**config.mk**
```make
export PLATFORM = sky130hd
export DESIGN_NAME = video_signal_generator
export DESIGN_NICKNAME = d
export VERILOG_FILES = /design/src/rtl/video_timing_pkg.sv /design/src/rtl/video_axis_timer.sv /design/src/rtl/video_signal_generator.sv
export SDC_FILE = /design/constraint.sdc
export NUM_CORES = 1
export LEC_CHECK = 0
export ABC_CLOCK_PERIOD_IN_PS = 1900
export CAP_MARGIN = 0
export CORE_MARGIN = 4
export CORE_UTILIZATION = 48
export CTS_BUF_LIST = sky130_fd_sc_hd__clkbuf_4
export DETAILED_ROUTE_END_ITERATION = 7
export PLACE_DENSITY = 0.79
export SLEW_MARGIN = 20
export SYNTH_ARGS = -nofsm -noshare
export SYNTH_HDL_FRONTEND = slang
export SYNTH_SLANG_ARGS = --single-unit
export TNS_END_PERCENT = 30
```
**constraint.sdc**
```tcl
create_clock -name i_clk_pxl -period 1.9 [get_ports i_clk_pxl]
set_input_delay 0.38 -clock i_clk_pxl [delete_from_list [all_inputs] [get_ports i_clk_pxl]]
set_output_delay 0.38 -clock i_clk_pxl [all_outputs]
set_load 0.01 [all_outputs]
```
**src/rtl/video_timing_pkg.sv**
```systemverilog
// ---------------------------------------------------------------------------
// video_timing_pkg
//
// Purpose: shared raster-timing constants and small helpers for the video
// pipeline. It holds the 720p60 (CEA-861) defaults, a helper that sums the
// four segment lengths of an axis, and a helper that sizes a counter.
//
// Contents:
//   DEF_*         default segment lengths for 1280x720 @ 60 Hz
//   DEF_TOTAL_H   pixels per line in the default mode (1650)
//   DEF_TOTAL_V   lines per frame in the default mode (750)
//   axis_total()  active + front porch + sync + back porch
//   cnt_width()   bits needed to hold 0..n-1 (at least 1)
// ---------------------------------------------------------------------------
package video_timing_pkg;

    localparam int DEF_ACTIVE_H_PIXELS = 1280;
    localparam int DEF_H_FRONT_PORCH   = 110;
    localparam int DEF_H_SYNCH_WIDTH   = 40;
    localparam int DEF_H_BACK_PORCH    = 220;

    localparam int DEF_ACTIVE_LINES    = 720;
    localparam int DEF_V_FRONT_PORCH   = 5;
    localparam int DEF_V_SYNCH_WIDTH   = 5;
    localparam int DEF_V_BACK_PORCH    = 20;

    localparam int DEF_FPS             = 60;

    // Full length of one axis, in pixels (H) or lines (V).
    function automatic int axis_total(input int active, input int front_porch,
                                      input int sync_width, input int back_porch);
        return active + front_porch + sync_width + back_porch;
    endfunction

    // Width of a counter that runs 0..n-1. Kept at one bit minimum so a
    // degenerate modulus of 1 still yields a legal vector.
    function automatic int cnt_width(input int n);
        return (n < 2) ? 1 : $clog2(n);
    endfunction

    localparam int DEF_TOTAL_H = axis_total(DEF_ACTIVE_H_PIXELS, DEF_H_FRONT_PORCH,
                                            DEF_H_SYNCH_WIDTH, DEF_H_BACK_PORCH);
    localparam int DEF_TOTAL_V = axis_total(DEF_ACTIVE_LINES, DEF_V_FRONT_PORCH,
                                            DEF_V_SYNCH_WIDTH, DEF_V_BACK_PORCH);

endpackage

```
**src/rtl/video_axis_timer.sv**
```systemverilog
// ---------------------------------------------------------------------------
// video_axis_timer
//
// Purpose: one axis (horizontal or vertical) of the raster timing. A position
// counter that advances when enabled and wraps at the end of the axis, plus
// combinational decodes of the active region and the sync pulse.
//
// Ports:
//   clk     in   clock
//   rst     in   asynchronous active-high reset, forces pos to 0
//   en      in   advance the position this cycle
//   pos     out  current position, 0..TOTAL-1
//   wrap    out  high when en is set and pos is at TOTAL-1 (next edge -> 0)
//   active  out  pos < ACTIVE
//   sync    out  ACTIVE+FRONT_PORCH <= pos < ACTIVE+FRONT_PORCH+SYNC_WIDTH
// ---------------------------------------------------------------------------
module video_axis_timer
    import video_timing_pkg::*;
#(
    parameter int ACTIVE      = DEF_ACTIVE_H_PIXELS,
    parameter int FRONT_PORCH = DEF_H_FRONT_PORCH,
    parameter int SYNC_WIDTH  = DEF_H_SYNCH_WIDTH,
    parameter int BACK_PORCH  = DEF_H_BACK_PORCH,
    localparam int TOTAL      = axis_total(ACTIVE, FRONT_PORCH, SYNC_WIDTH, BACK_PORCH),
    localparam int W          = cnt_width(TOTAL)
) (
    input  logic         clk,
    input  logic         rst,
    input  logic         en,
    output logic [W-1:0] pos,
    output logic         wrap,
    output logic         active,
    output logic         sync
);

    localparam logic [W-1:0] LAST = W'(TOTAL - 1);

    // Region boundaries carry one extra bit: a window that ends exactly at
    // TOTAL (zero back porch, or no blanking at all) would otherwise alias
    // to 0 when TOTAL is a power of two.
    localparam logic [W:0] ACTIVE_END = (W + 1)'(ACTIVE);
    localparam logic [W:0] SYNC_START = (W + 1)'(ACTIVE + FRONT_PORCH);
    localparam logic [W:0] SYNC_END   = (W + 1)'(ACTIVE + FRONT_PORCH + SYNC_WIDTH);

    logic [W:0] pos_ext;

    assign pos_ext = {1'b0, pos};
    assign wrap    = en && (pos == LAST);

    always_ff @(posedge clk or posedge rst) begin
        if (rst) begin
            pos <= '0;
        end else if (en) begin
            if (wrap) begin
                pos <= '0;
            end else begin
                pos <= pos + 1'b1;
            end
        end
    end

    assign active = (pos_ext < ACTIVE_END);
    assign sync   = (pos_ext >= SYNC_START) && (pos_ext < SYNC_END);

endmodule

```
**src/rtl/video_signal_generator.sv**
```systemverilog
// ---------------------------------------------------------------------------
// video_signal_generator
//
// Purpose: pixel-clock raster timing generator. Produces the screen position,
// active-high sync pulses, data enable, a new-frame strobe and a frame
// counter modulo FPS. Defaults give 1280x720 @ 60 Hz.
//
// There is no handshake: every output is valid on every cycle and all of
// them describe the pixel at (o_sx, o_sy). Syncs, DE and NF are decoded
// combinationally from the registered counters, so they carry no extra
// latency relative to the position.
//
// Ports:
//   i_clk_pxl  in   pixel clock
//   i_reset    in   asynchronous active-high reset; position and frame
//                   counter go to 0 immediately
//   o_sx       out  horizontal position, 0..TOTAL_H-1
//   o_sy       out  vertical position, 0..TOTAL_V-1
//   o_hsync    out  horizontal sync, active-high
//   o_vsync    out  vertical sync, active-high (whole lines)
//   o_de       out  data enable, high inside the active area
//   o_nf       out  new-frame strobe, high at (0,0)
//   o_fc       out  frame counter, 0..FPS-1
// ---------------------------------------------------------------------------
module video_signal_generator
    import video_timing_pkg::*;
#(
    parameter int ACTIVE_H_PIXELS = DEF_ACTIVE_H_PIXELS,
    parameter int H_FRONT_PORCH   = DEF_H_FRONT_PORCH,
    parameter int H_SYNCH_WIDTH   = DEF_H_SYNCH_WIDTH,
    parameter int H_BACK_PORCH    = DEF_H_BACK_PORCH,
    parameter int ACTIVE_LINES    = DEF_ACTIVE_LINES,
    parameter int V_FRONT_PORCH   = DEF_V_FRONT_PORCH,
    parameter int V_SYNCH_WIDTH   = DEF_V_SYNCH_WIDTH,
    parameter int V_BACK_PORCH    = DEF_V_BACK_PORCH,
    parameter int FPS             = DEF_FPS,
    localparam int TOTAL_H = axis_total(ACTIVE_H_PIXELS, H_FRONT_PORCH,
                                        H_SYNCH_WIDTH, H_BACK_PORCH),
    localparam int TOTAL_V = axis_total(ACTIVE_LINES, V_FRONT_PORCH,
                                        V_SYNCH_WIDTH, V_BACK_PORCH),
    localparam int H_W     = cnt_width(TOTAL_H),
    localparam int V_W     = cnt_width(TOTAL_V),
    localparam int FC_W    = cnt_width(FPS)
) (
    input  logic            i_clk_pxl,
    input  logic            i_reset,
    output logic [H_W-1:0]  o_sx,
    output logic [V_W-1:0]  o_sy,
    output logic            o_hsync,
    output logic            o_vsync,
    output logic            o_de,
    output logic            o_nf,
    output logic [FC_W-1:0] o_fc
);

    localparam logic [FC_W-1:0] FC_LAST = FC_W'(FPS - 1);

    logic h_wrap;
    logic h_active;
    logic h_sync;
    logic v_wrap;
    logic v_active;
    logic v_sync;

    logic [FC_W-1:0] fc;

    // Horizontal axis advances every pixel clock.
    video_axis_timer #(
        .ACTIVE      (ACTIVE_H_PIXELS),
        .FRONT_PORCH (H_FRONT_PORCH),
        .SYNC_WIDTH  (H_SYNCH_WIDTH),
        .BACK_PORCH  (H_BACK_PORCH)
    ) u_h_timer (
        .clk    (i_clk_pxl),
        .rst    (i_reset),
        .en     (1'b1),
        .pos    (o_sx),
        .wrap   (h_wrap),
        .active (h_active),
        .sync   (h_sync)
    );

    // Vertical axis advances once per line, on the last pixel of the line.
    // Its wrap flag is therefore the end-of-frame condition.
    video_axis_timer #(
        .ACTIVE      (ACTIVE_LINES),
        .FRONT_PORCH (V_FRONT_PORCH),
        .SYNC_WIDTH  (V_SYNCH_WIDTH),
        .BACK_PORCH  (V_BACK_PORCH)
    ) u_v_timer (
        .clk    (i_clk_pxl),
        .rst    (i_reset),
        .en     (h_wrap),
        .pos    (o_sy),
        .wrap   (v_wrap),
        .active (v_active),
        .sync   (v_sync)
    );

    always_ff @(posedge i_clk_pxl or posedge i_reset) begin
        if (i_reset) begin
            fc <= '0;
        end else if (v_wrap) begin
            if (fc == FC_LAST) begin
                fc <= '0;
            end else begin
                fc <= fc + 1'b1;
            end
        end
    end

    assign o_fc    = fc;
    assign o_hsync = h_sync;
    assign o_vsync = v_sync;
    assign o_de    = h_active && v_active;
    assign o_nf    = (o_sx == '0) && (o_sy == '0);

endmodule

```
Word level (Yosys, flattened, before mapping)

Index checks and enable logic that the tools add are counted.

Eq/ne operators: 3
$lt $le $gt $ge: 6
Muxes and demuxes: 3
Reduce and logical (&&, ||, !) cells: 7
Add/subtract/negate cells: 3

Operators with widths:

| cell                    | number |
|---|---|
| $lt A11 B11 Y1 const B  | 2 |
| $lt A10 B10 Y1 const B  | 2 |
| $add A11 B1 Y11 const B | 1 |
| $eq A11 B11 Y1 const B  | 1 |
| $ge A11 B11 Y1 const B  | 1 |
| $logic_not A11 Y1       | 1 |
| $mux W11                | 1 |
| $add A10 B1 Y10 const B | 1 |
| $eq A10 B10 Y1 const B  | 1 |
| $ge A10 B10 Y1 const B  | 1 |
| $logic_not A10 Y1       | 1 |
| $mux W10                | 1 |
| $add A6 B1 Y6 const B   | 1 |
| $eq A6 B6 Y1 const B    | 1 |
| $mux W6                 | 1 |
| $logic_and A1 B1 Y1     | 5 |

Register bits after elaboration: 27

Logic depth before layout (Yosys ltp)

Word-level depth: 3
Depth in mapped cells: 7
Mapped depth without buffers: 6

By module

A second synthesis with hierarchy kept.

Cells, all modules: 177
Area, all modules: 1645.3 um^2

Modules (own cells, without submodules):

| module                        | cells each | instances | area an instance (um^2) |
|---|---|---|---|
| video_axis_timer at u_h_timer | 74         | 1         | 691.9 |
| video_axis_timer at u_v_timer | 66         | 1         | 614.3 |
| video_signal_generator        | 37         | 1         | 339.1 |

Worst setup path before layout

Ideal clock, no wire load.

Path kind: reg-to-reg
Start point: reg u_h_timer.pos[3]
End point: reg u_v_timer.pos[9]
Period minus slack after synthesis: 2.076 ns
Required time: 1.831 ns
Cell stages (with the launch flop): 6
Library setup time: 0.069 ns
Slack: -0.176 ns
Data arrival time: 2.006 ns
Cells stage by stage: dfrtp_1 buf_6 or3_4 or4_4 or4_1 nand3_1

Longest elaborated chain between the ends: 3

RTL lines:

| element                  | line                   | text |
|---|---|---|
| start: declaration       | video_axis_timer.sv:30 | `output logic [W-1:0] pos,` |
| start signal: assignment | video_axis_timer.sv:57 | `pos <= pos + 1'b1;` |
| $eq A11 B11 Y1 *         | video_axis_timer.sv:48 | `assign wrap = en && (pos == LAST);` |
| $logic_and A1 B1 Y1      | video_axis_timer.sv:48 |  |
| $mux W10                 | video_axis_timer.sv:54 | `if (wrap) begin` |
| end signal: assignment   | video_axis_timer.sv:57 |  |
| end: declaration         | video_axis_timer.sv:30 |  |

Every way passes the cells marked *; elsewhere a longest branch is shown, timed or not.
A chain may end at the register's enable or synchronous reset.

Worst setup path in the final report

Start point: reg u_v_timer.pos[3]
End point: out o_nf

Longest elaborated chain between the ends: 2

RTL lines:

| element             | line                          | text |
|---|---|---|
| $logic_not A10 Y1   | video_signal_generator.sv:116 | `assign o_nf = (o_sx == '0) && (o_sy == '0);` |
| $logic_and A1 B1 Y1 | video_signal_generator.sv:116 |  |
| end: declaration    | video_signal_generator.sv:52  | `output logic o_nf,` |

Every way passes these cells.

==> flow_summary.toml <==
[power_and_ir_drop]
leakage_nw = 1.15
peakVddDrop_v = 0.000333
power.density_nw_per_um2 = 363
power_uw = 862

[layout]
fin_nets = 258
design_area_sq_um = 2370
syn2layout_area_growth_pct = 48.6
num_antenna_cells = 0
final_core_util_pct = 75.9
fin_cells = 291
layout-drive-gt1-share_pct = 28.3

[timing]
slew_viol_final = 0
finClkSkew_ns = 0.00410
setup_ws_ns = -0.108
setup_tns_ns = -0.336
fmax_mhz = 498
setup_viol = 6
worst_slew_margin_rel_pct = 68.1
worst_pin_slew_ns = 0.479
finalCriticalPeriod_ns = 2.01
finalCritPeriodShare_pct = 106
hold_viol_final = 0
rsz0062_at_grt = "true"

[job]
drv_cap = 0

[floorplan]
rows = 20
io_pins = 33
die-area_sq_um = 4320
fp.dieW_um = 65.7
initial_core_util_pct = 51.1
die_height_um = 65.7
coreArea_sq_um = 3130

[routing]
vias_per_cell = 5.72
vias = 1665
ant_nets = 0
first_pass_iters = 4
drc = 0
drtIter0Drc = 146
wirelength_um = 4830
wire_per_inst_um = 16.6

[yosys]
synth_largest_area_cell = "dfrtp_1"
netlist.area_leader.share_pct = 42.3
ys.warnings.count = 0
yosys.cell_count.top_type = "dfrtp_1"
synthTopCellsByCount = "dfrtp_1, nor2_1, nand2_1"
ys_seq_area_share_pct = 42.3
synth_cells = 176
synth_flop_cell = "dfrtp_1"
synth_edf_count = 0
synth_area_leaders = "dfrtp_1, ha_1, nor2_1"
syn_area_per_cell_sq_um = 9.08
syn_area_sq_um = 1600
synth_nets = 186
synth-async-reset-ratio_pct = 100
synth-seq-cells = 27
ys_types = 37

[setup_path]
critPathKind = "reg -> out"
cp-start-kind = "flop"
cp-end-kind = "output port"
cp_max_fo = 2
arrival_ns = 1.63
cp.required_ns = 1.52

[placed_design]
gp_congestion = 0.875
place_area_sq_um = 2230
dp_hpwl_um = 3280
placed_cells = 280
port_buffers = 32

[clock_tree]
cts.sinks = 27
postCtsHoldBufs = 0
clk_latency_ns = 0.35
ctsRootBufferMaster = "clkbuf_4"
cts-buffers-inserted = 3
htreeDepth = 1
cts_tree = "yes"
clk_pin_slew_ns = 0.16
clk_path_buf_depth = 2

[global_route]
grt_use_met3_pct = 2.22
grt_pass1_wl_um = 7700
grt_use_met2_pct = 41.2
use_met1_pct = 27.5
grt.total_usage_pct = 22.8
grt_max_degree = 28
busiest_layer = "met2"
grt_overflow = 0
antenna_found_initial = 0
grt_pass1_vias = 1714

[hold_path]
hold_path.class = "in -> async"

[outcome]
violations = "negative setup slack"
status = "finished with violations"
layout by cell type (no fill, tap or decap), drive strengths merged, types with 4 or more instances in the layout:
cell / count
buf: 47
dfrtp: 27
clkdlybuf4s50: 21
nor2: 18
nand2: 14
o21ai: 12
nand3: 9
inv: 9
ha: 8
nand4: 6
a21oi: 6
nor3: 6
xnor2: 6
dlymetal6s2s: 6
or3: 6
a21o: 5
nor4: 5
a31oi: 4
and3: 4
power breakdown:
| part | switching [mW] | internal, mW | total, mW |
|---|---|---|---|
| clock network | 0.193 | 0.0797 | 0.273 |
| registers | 0 | 0.575 | 0.575 |
| logic | 0.0115 | 0.00329 | 0.0148 |
| total | 0.204 | 0.658 | 0.862 |
critical path: stages (launching register included):
cell,delay (ns)
dfrtp_1,0.42
buf_4,0.14
nor4_2,0.29
nand4_1,0.14
nor3_1,0.13
buf_2,0.16
cell type report:
cell class                 count  area [sq um]
sequential                    27           678
clock buffer                   3          22.5
tap                           44          55.1
clock inverter                 1          5.00
inverter                       9          33.8
fill                         221           753
timing repair buffer          75           653
multi-input combinational    132           927
cell families after synthesis:
family	after synthesis	share of synthesized area [%]
buffers and inverters	18	5.01
flip-flops	27	42.3
AND/OR/NAND/NOR	78	26.7
adder cells (fa/ha/maj)	8	6.26
AO/OA/AOI/OAI	33	12.6
multiplexers	4	2.74
XOR/XNOR	8	4.39
sequential cells by signal (all words and copies together), names as in the netlist:
signal,flops
u_h_timer.pos,11
o_fc,6
u_v_timer.pos,10
metal layers:
metal  up-vias  wire length (um)
met2        63              2540
met3        12               250
li1        773                 -
met4         0                88
met1       817              1950
met5         -                 0
final timing paths:
| path | startpoint | cells past startpoint | endpoint | slack [ns] |
|---|---|---|---|---|
| worst min register to register | o_fc[1] | 1 | o_fc[1] | 0.59 |
| min in group i_clk_pxl | o_fc[1] | 1 | o_fc[1] | 0.59 |
| max in group asynchronous | i_reset | 3 | u_v_timer.pos[0] | 1.26 |
| worst min-delay path | i_reset | 3 | u_h_timer.pos[1] | 0.37 |
| worst max-delay path | u_v_timer.pos[3] | 5 | o_nf | -0.11 |
| worst max register to register | u_h_timer.pos[7] | 4 | u_v_timer.pos[9] | -0.08 |
per-stage QoR:
step	hold slack (ns)	worst slack, ns
floorplan	0.433	-0.0507
global placement	0.523	-0.108
detailed placement	0.546	-0.174
CTS	0.399	-0.0699
global route	0.387	-0.177
finish	0.370	-0.108
what timing repair did:
action / 4_1_cts / 5_1_grt
cloned: 0 / 1
gates resized for setup: 28 / 15
endpoints found under the hold margin: 0 / 0
buffers inserted: 3 / 3
pin swaps: 6 / 3
endpoints found under the setup margin: 9 / 19
Note: power is estimated with default switching activity, not from simulation.
